`src/rtl/sha256_pkg.sv`:
```
// SHA-256 shared definitions.
// Word sizes, schedule FSM states, sigma constants.
package sha256_pkg;

  localparam int WORD_W   = 32;
  localparam int W_LENGTH = 64;
  localparam int IDX_W    = $clog2(W_LENGTH);
  localparam int WIN_LEN  = 16;

  localparam int S0_R1 = 7;
  localparam int S0_R2 = 18;
  localparam int S0_SH = 3;
  localparam int S1_R1 = 17;
  localparam int S1_R2 = 19;
  localparam int S1_SH = 10;

  typedef enum logic [1:0] {
    IDLE,
    STREAM,
    DONE
  } sched_state_t;

  function automatic logic [WORD_W-1:0] rotr(
    input logic [WORD_W-1:0] x,
    input int                n
  );
    return (x >> n) | (x << (WORD_W - n));
  endfunction

endpackage

```
`src/rtl/w_sigma_unit.sv`:
```
// Message-schedule recurrence for one new word.
// W[t+16] from window taps 14, 9, 1 and 0.
module w_sigma_unit
  import sha256_pkg::*;
(
  input  logic [WORD_W-1:0] w_t14,
  input  logic [WORD_W-1:0] w_t9,
  input  logic [WORD_W-1:0] w_t1,
  input  logic [WORD_W-1:0] w_t0,
  output logic [WORD_W-1:0] w_new
);

  logic [WORD_W-1:0] sig0;
  logic [WORD_W-1:0] sig1;

  assign sig0 = rotr(w_t1, S0_R1)
              ^ rotr(w_t1, S0_R2)
              ^ (w_t1 >> S0_SH);

  assign sig1 = rotr(w_t14, S1_R1)
              ^ rotr(w_t14, S1_R2)
              ^ (w_t14 >> S1_SH);

  assign w_new = sig1 + w_t9 + sig0 + w_t0;

endmodule

```
`src/rtl/w_schedule_ctrl.sv`:
```
// SHA-256 message schedule sequencer.
// Streams W0..W63 from a 16-word sliding window.
module w_schedule_ctrl
  import sha256_pkg::*;
(
  input  logic                       clock,
  input  logic                       reset_n,
  input  logic                       msg_valid,
  output logic                       msg_ready,
  input  logic [WIN_LEN*WORD_W-1:0]  message_vector,
  output logic                       w_valid,
  input  logic                       w_ready,
  output logic [WORD_W-1:0]          w_word,
  output logic [IDX_W-1:0]           w_index,
  output logic                       block_done,
  output logic                       busy
);

  sched_state_t      state_q;
  sched_state_t      state_d;
  logic [IDX_W-1:0]  t_q;
  logic [WORD_W-1:0] win_q [WIN_LEN];
  logic [WORD_W-1:0] w_new;
  logic              accept;
  logic              beat;
  logic              last;

  assign accept = msg_valid && msg_ready;
  assign beat   = w_valid && w_ready;
  assign last   = (t_q == IDX_W'(W_LENGTH - 1));

  w_sigma_unit u_sigma (
    .w_t14 (win_q[14]),
    .w_t9  (win_q[9]),
    .w_t1  (win_q[1]),
    .w_t0  (win_q[0]),
    .w_new (w_new)
  );

  // State register
  always_ff @(posedge clock or negedge reset_n) begin
    if (!reset_n) begin
      state_q <= IDLE;
    end else begin
      state_q <= state_d;
    end
  end

  // Next state and handshake outputs
  always_comb begin
    state_d    = state_q;
    msg_ready  = 1'b0;
    w_valid    = 1'b0;
    busy       = 1'b0;
    block_done = 1'b0;
    unique case (state_q)
      IDLE: begin
        msg_ready = 1'b1;
        if (msg_valid) state_d = STREAM;
      end
      STREAM: begin
        w_valid = 1'b1;
        busy    = 1'b1;
        if (w_ready && last) state_d = DONE;
      end
      DONE: begin
        block_done = 1'b1;
        state_d    = IDLE;
      end
      default: state_d = IDLE;
    endcase
  end

  // Word index: cleared on load, advanced per beat
  always_ff @(posedge clock or negedge reset_n) begin
    if (!reset_n) begin
      t_q <= '0;
    end else if (accept) begin
      t_q <= '0;
    end else if (beat) begin
      t_q <= t_q + 1'b1;
    end
  end

  // Sliding window: block load or shift-and-insert
  always_ff @(posedge clock or negedge reset_n) begin
    if (!reset_n) begin
      for (int i = 0; i < WIN_LEN; i++) begin
        win_q[i] <= '0;
      end
    end else if (accept) begin
      for (int i = 0; i < WIN_LEN; i++) begin
        win_q[i] <= message_vector[i*WORD_W +: WORD_W];
      end
    end else if (beat) begin
      for (int i = 0; i < WIN_LEN - 1; i++) begin
        win_q[i] <= win_q[i+1];
      end
      win_q[WIN_LEN-1] <= w_new;
    end
  end

  assign w_word  = w_valid ? win_q[0] : '0;
  assign w_index = w_valid ? t_q : '0;

endmodule

```
`config.mk`:
```
export PLATFORM = sky130hd
export DESIGN_NAME = w_schedule_ctrl
export DESIGN_NICKNAME = d
export VERILOG_FILES = /design/src/rtl/sha256_pkg.sv /design/src/rtl/w_sigma_unit.sv /design/src/rtl/w_schedule_ctrl.sv
export SDC_FILE = /design/constraint.sdc
export NUM_CORES = 2
export LEC_CHECK = 0
export CAP_MARGIN = 0
export CORE_UTILIZATION = 38
export CTS_BUF_LIST = sky130_fd_sc_hd__clkbuf_8
export CTS_CLUSTER_DIAMETER = 150
export DETAILED_ROUTE_END_ITERATION = 10
export SLEW_MARGIN = 25
export SYNTH_ARGS = -nofsm -noshare
export SYNTH_HDL_FRONTEND = slang
export SYNTH_SLANG_ARGS = --single-unit
```
`constraint.sdc`:
```
create_clock -name clock -period 9.3 [get_ports clock]
set_clock_uncertainty 0.1 [all_clocks]
set_input_delay 2.325 -clock clock [delete_from_list [all_inputs] [get_ports clock]]
set_output_delay 2.325 -clock clock [all_outputs]
set_load 0.005 [all_outputs]
```
==> results.yml <==
layout:
  final_common_cell: "nand2_1"
  fillers: 7128
  multi_input_area_mm2: 0.0132
  finalNetCount: 4441
  regArea_mm2: 0.0130
  area_growth_pct: 28.1
  final_cell_mix: "nand2_1 (1017), clkdlybuf4s50_1 (556), dfrtp_1 (520)"
  drive_gt1_share_pct: 4.26
placement:
  port_buffers: 557
  dp_hpwl_um: 79200
  gp_congestion: 0.950
routing:
  drt-total-wl_um: 107000
  wire_per_inst_um: 22.0
  drt_iter0_drc: 2471
  ant_nets: 0
  vias: 25300
  drc: 0
  vias_per_cell: 5.21
  drtPass1Iterations: 8
critical_path:
  worstRegToRegCells: 15
  critPathSlowestCell: "nor2_1"
  cp.required_ns: 6.88
  cp-end-kind: "output port"
  reg2reg_from: "win_q[50]$_DFFE_PN0P_"
  r2r_slack_ns: 4.61
  startpoint: "state_q[0]$_DFFE_PN0P_"
  cp.arrival_ns: 2.83
  r2r_end: "win_q[31]$_DFFE_PN0P_"
  cp-start-kind: "flip-flop"
  crit_type: "flip-flop to output port"
  worstSetupEndpoint: "w_word[28]"
  crit_chain: "inv_1 > nor2_1 > and2_1 > clkdlybuf4s50_1"
  cp_max_fo: 13
  slowest_delay_ns: 0.70
die:
  dieArea_mm2: 0.0744
  die_y_um: 273
  initial_core_util_pct: 38.7
  die_w_um: 273
  ios: 558
  core_area_mm2: 0.0720
  rows: 98
synth:
  synth_cell_types: 51
  ys_ff_latch: 520
  netlist_area_mm2: 0.0279
  ys_async_sr_fraction_pct: 100
  synth_top_area_cell: "dfrtp_1"
  synth_edf_count: 0
  seq_area_frac_synth_pct: 46.7
  syn_inst: 3444
  synthTopCellsByArea: "dfrtp_1 (47%), nand2_1 (14%), a31oi_1 (11%), nor2_1 (7.0%), fa_1 (4.5%)"
  post-synth-top-area-fraction_pct: 46.7
  synth_nets: 4054
  synth_ff_type: "dfrtp_1"
  yosys_warnings: 0
  avgSynthCellArea_um2: 8.09
sta:
  slew_viol_final: 0
  fmax_mhz: 190
  hold_violations: 0
  final.min_clock_period_ns: 5.26
  timing.final.crit_share_pct: 56.5
  relSlewSlack_pct: 22.8
  tightest_slew_ns: 1.16
  setup_violations: 0
  setup_tns_ns: 0
  rsz0062_at_grt: "no"
clock_tree:
  path_clk_slew_ns: 0.06
  h-tree-depth: 3
  cts_setup_buffers: 0
  cts_root_buf: "clkbuf_8"
  clock-sinks: 520
  postCtsHoldBufs: 0
  max-clock-path-buffers: 3
  clock_latency_ns: 0.69
  cts_tree: "built"
  numCtsBuffers: 95
  cts_resized: 0
flow_run:
  cap_violations: 0
grt:
  grt_util_met1_pct: 38.0
  globalRouteOverflowTotal: 0
  grt_usage_pct: 28.2
  grt_pass1_vias: 24400
  grt_pass1_wl_um: 155000
  met3_usage_pct: 7.21
  grt-busiest-layer: "met2"
  grt_start_max_net_pins: 250
  grt_use_met2_pct: 43.5
  antenna_found_initial: 28
run_status:
  status: "finished clean"
min_path:
  worstHoldStart: "win_q[4]$_DFFE_PN0P_"
  min_path_type: "flip-flop to flip-flop"
## state kept, by name (all words and copies together), names as in the netlist
name	flops
state_q	2
t_q	6
win_q	512
## Yosys cell counts (all sizes together) (44+ instances only)
cell / count
buf: 101
nor2: 518
dfrtp: 520
xor2: 58
a31oi: 486
inv: 127
clkbuf: 190
xnor2: 89
nand2: 1019
fa: 62
o21ai: 44
a21oi: 62
## critical path, delay by kind of cell, from the launching register on
family	cells	cell delay, ns
and+or+nand+nor	2	0.98
buffers and inverters	2	0.68
DFF	1	0.48
## layout make-up
cell class / count / share of cell area (%)
well taps: 950 / 3.33
clock buffers: 114 / 4.39
inverters: 127 / 1.34
flip-flops and latches: 520 / 36.4
diodes: 14 / 0.0981
repair buffers: 581 / 16.6
clock inverters: 53 / 0.841
multi-input cells: 2506 / 36.9
## metrics by stage
| stage | worst slack, ns | instances | area, µm² | hold slack (ns) | utilization (%) |
|---|---|---|---|---|---|
| after floorplan | 5.42 | 3444 | 27900 | 0.350 | - |
| after global placement | 4.01 | 4683 | 33800 | 0.383 | 46.9 |
| after detailed placement | 3.92 | 4683 | 33800 | 0.379 | 46.9 |
| after CTS | 3.93 | 4850 | 35600 | 0.396 | 49.5 |
| after global routing | 3.85 | 4861 | 35700 | 0.421 | 49.6 |
| final | 4.04 | 4865 | 35700 | 0.397 | 49.6 |
## cells by family (layout without fill, tap and decap cells)
family	count (synthesis)	after routing	synth area share, %
AO/OA/AOI/OAI	637	637	14.1
flip-flops	520	520	46.7
buffers and inverters	418	875	6.05
AND/OR/NAND/NOR	1627	1627	22.6
other	0	14	0
XOR/XNOR	147	147	4.62
multiplexers	1	1	0.0359
adder cells (fa/ha/maj)	94	94	5.89
## routing by layer
layer  wire length (µm)  vias to the layer above
met5                177                        -
met2              48900                      878
met1              45800                    12100
met4               3580                       28
li1                   -                    12100
met3               8760                      168
## worst min path at each step
stage | cells past startpoint | slack [ns] | to
global route | 2 | 0.42 | win_q[3]$_DFFE_PN0P_
detailed placement | 2 | 0.38 | win_q[6]$_DFFE_PN0P_
floorplan | 2 | 0.35 | win_q[13]$_DFFE_PN0P_
finish | 2 | 0.40 | win_q[4]$_DFFE_PN0P_
global placement | 2 | 0.38 | win_q[4]$_DFFE_PN0P_
CTS | 2 | 0.40 | win_q[4]$_DFFE_PN0P_
Power is left out: the tool's default activity adds up to more than one toggle a clock period on the data nets, which glitch-free logic cannot reach.
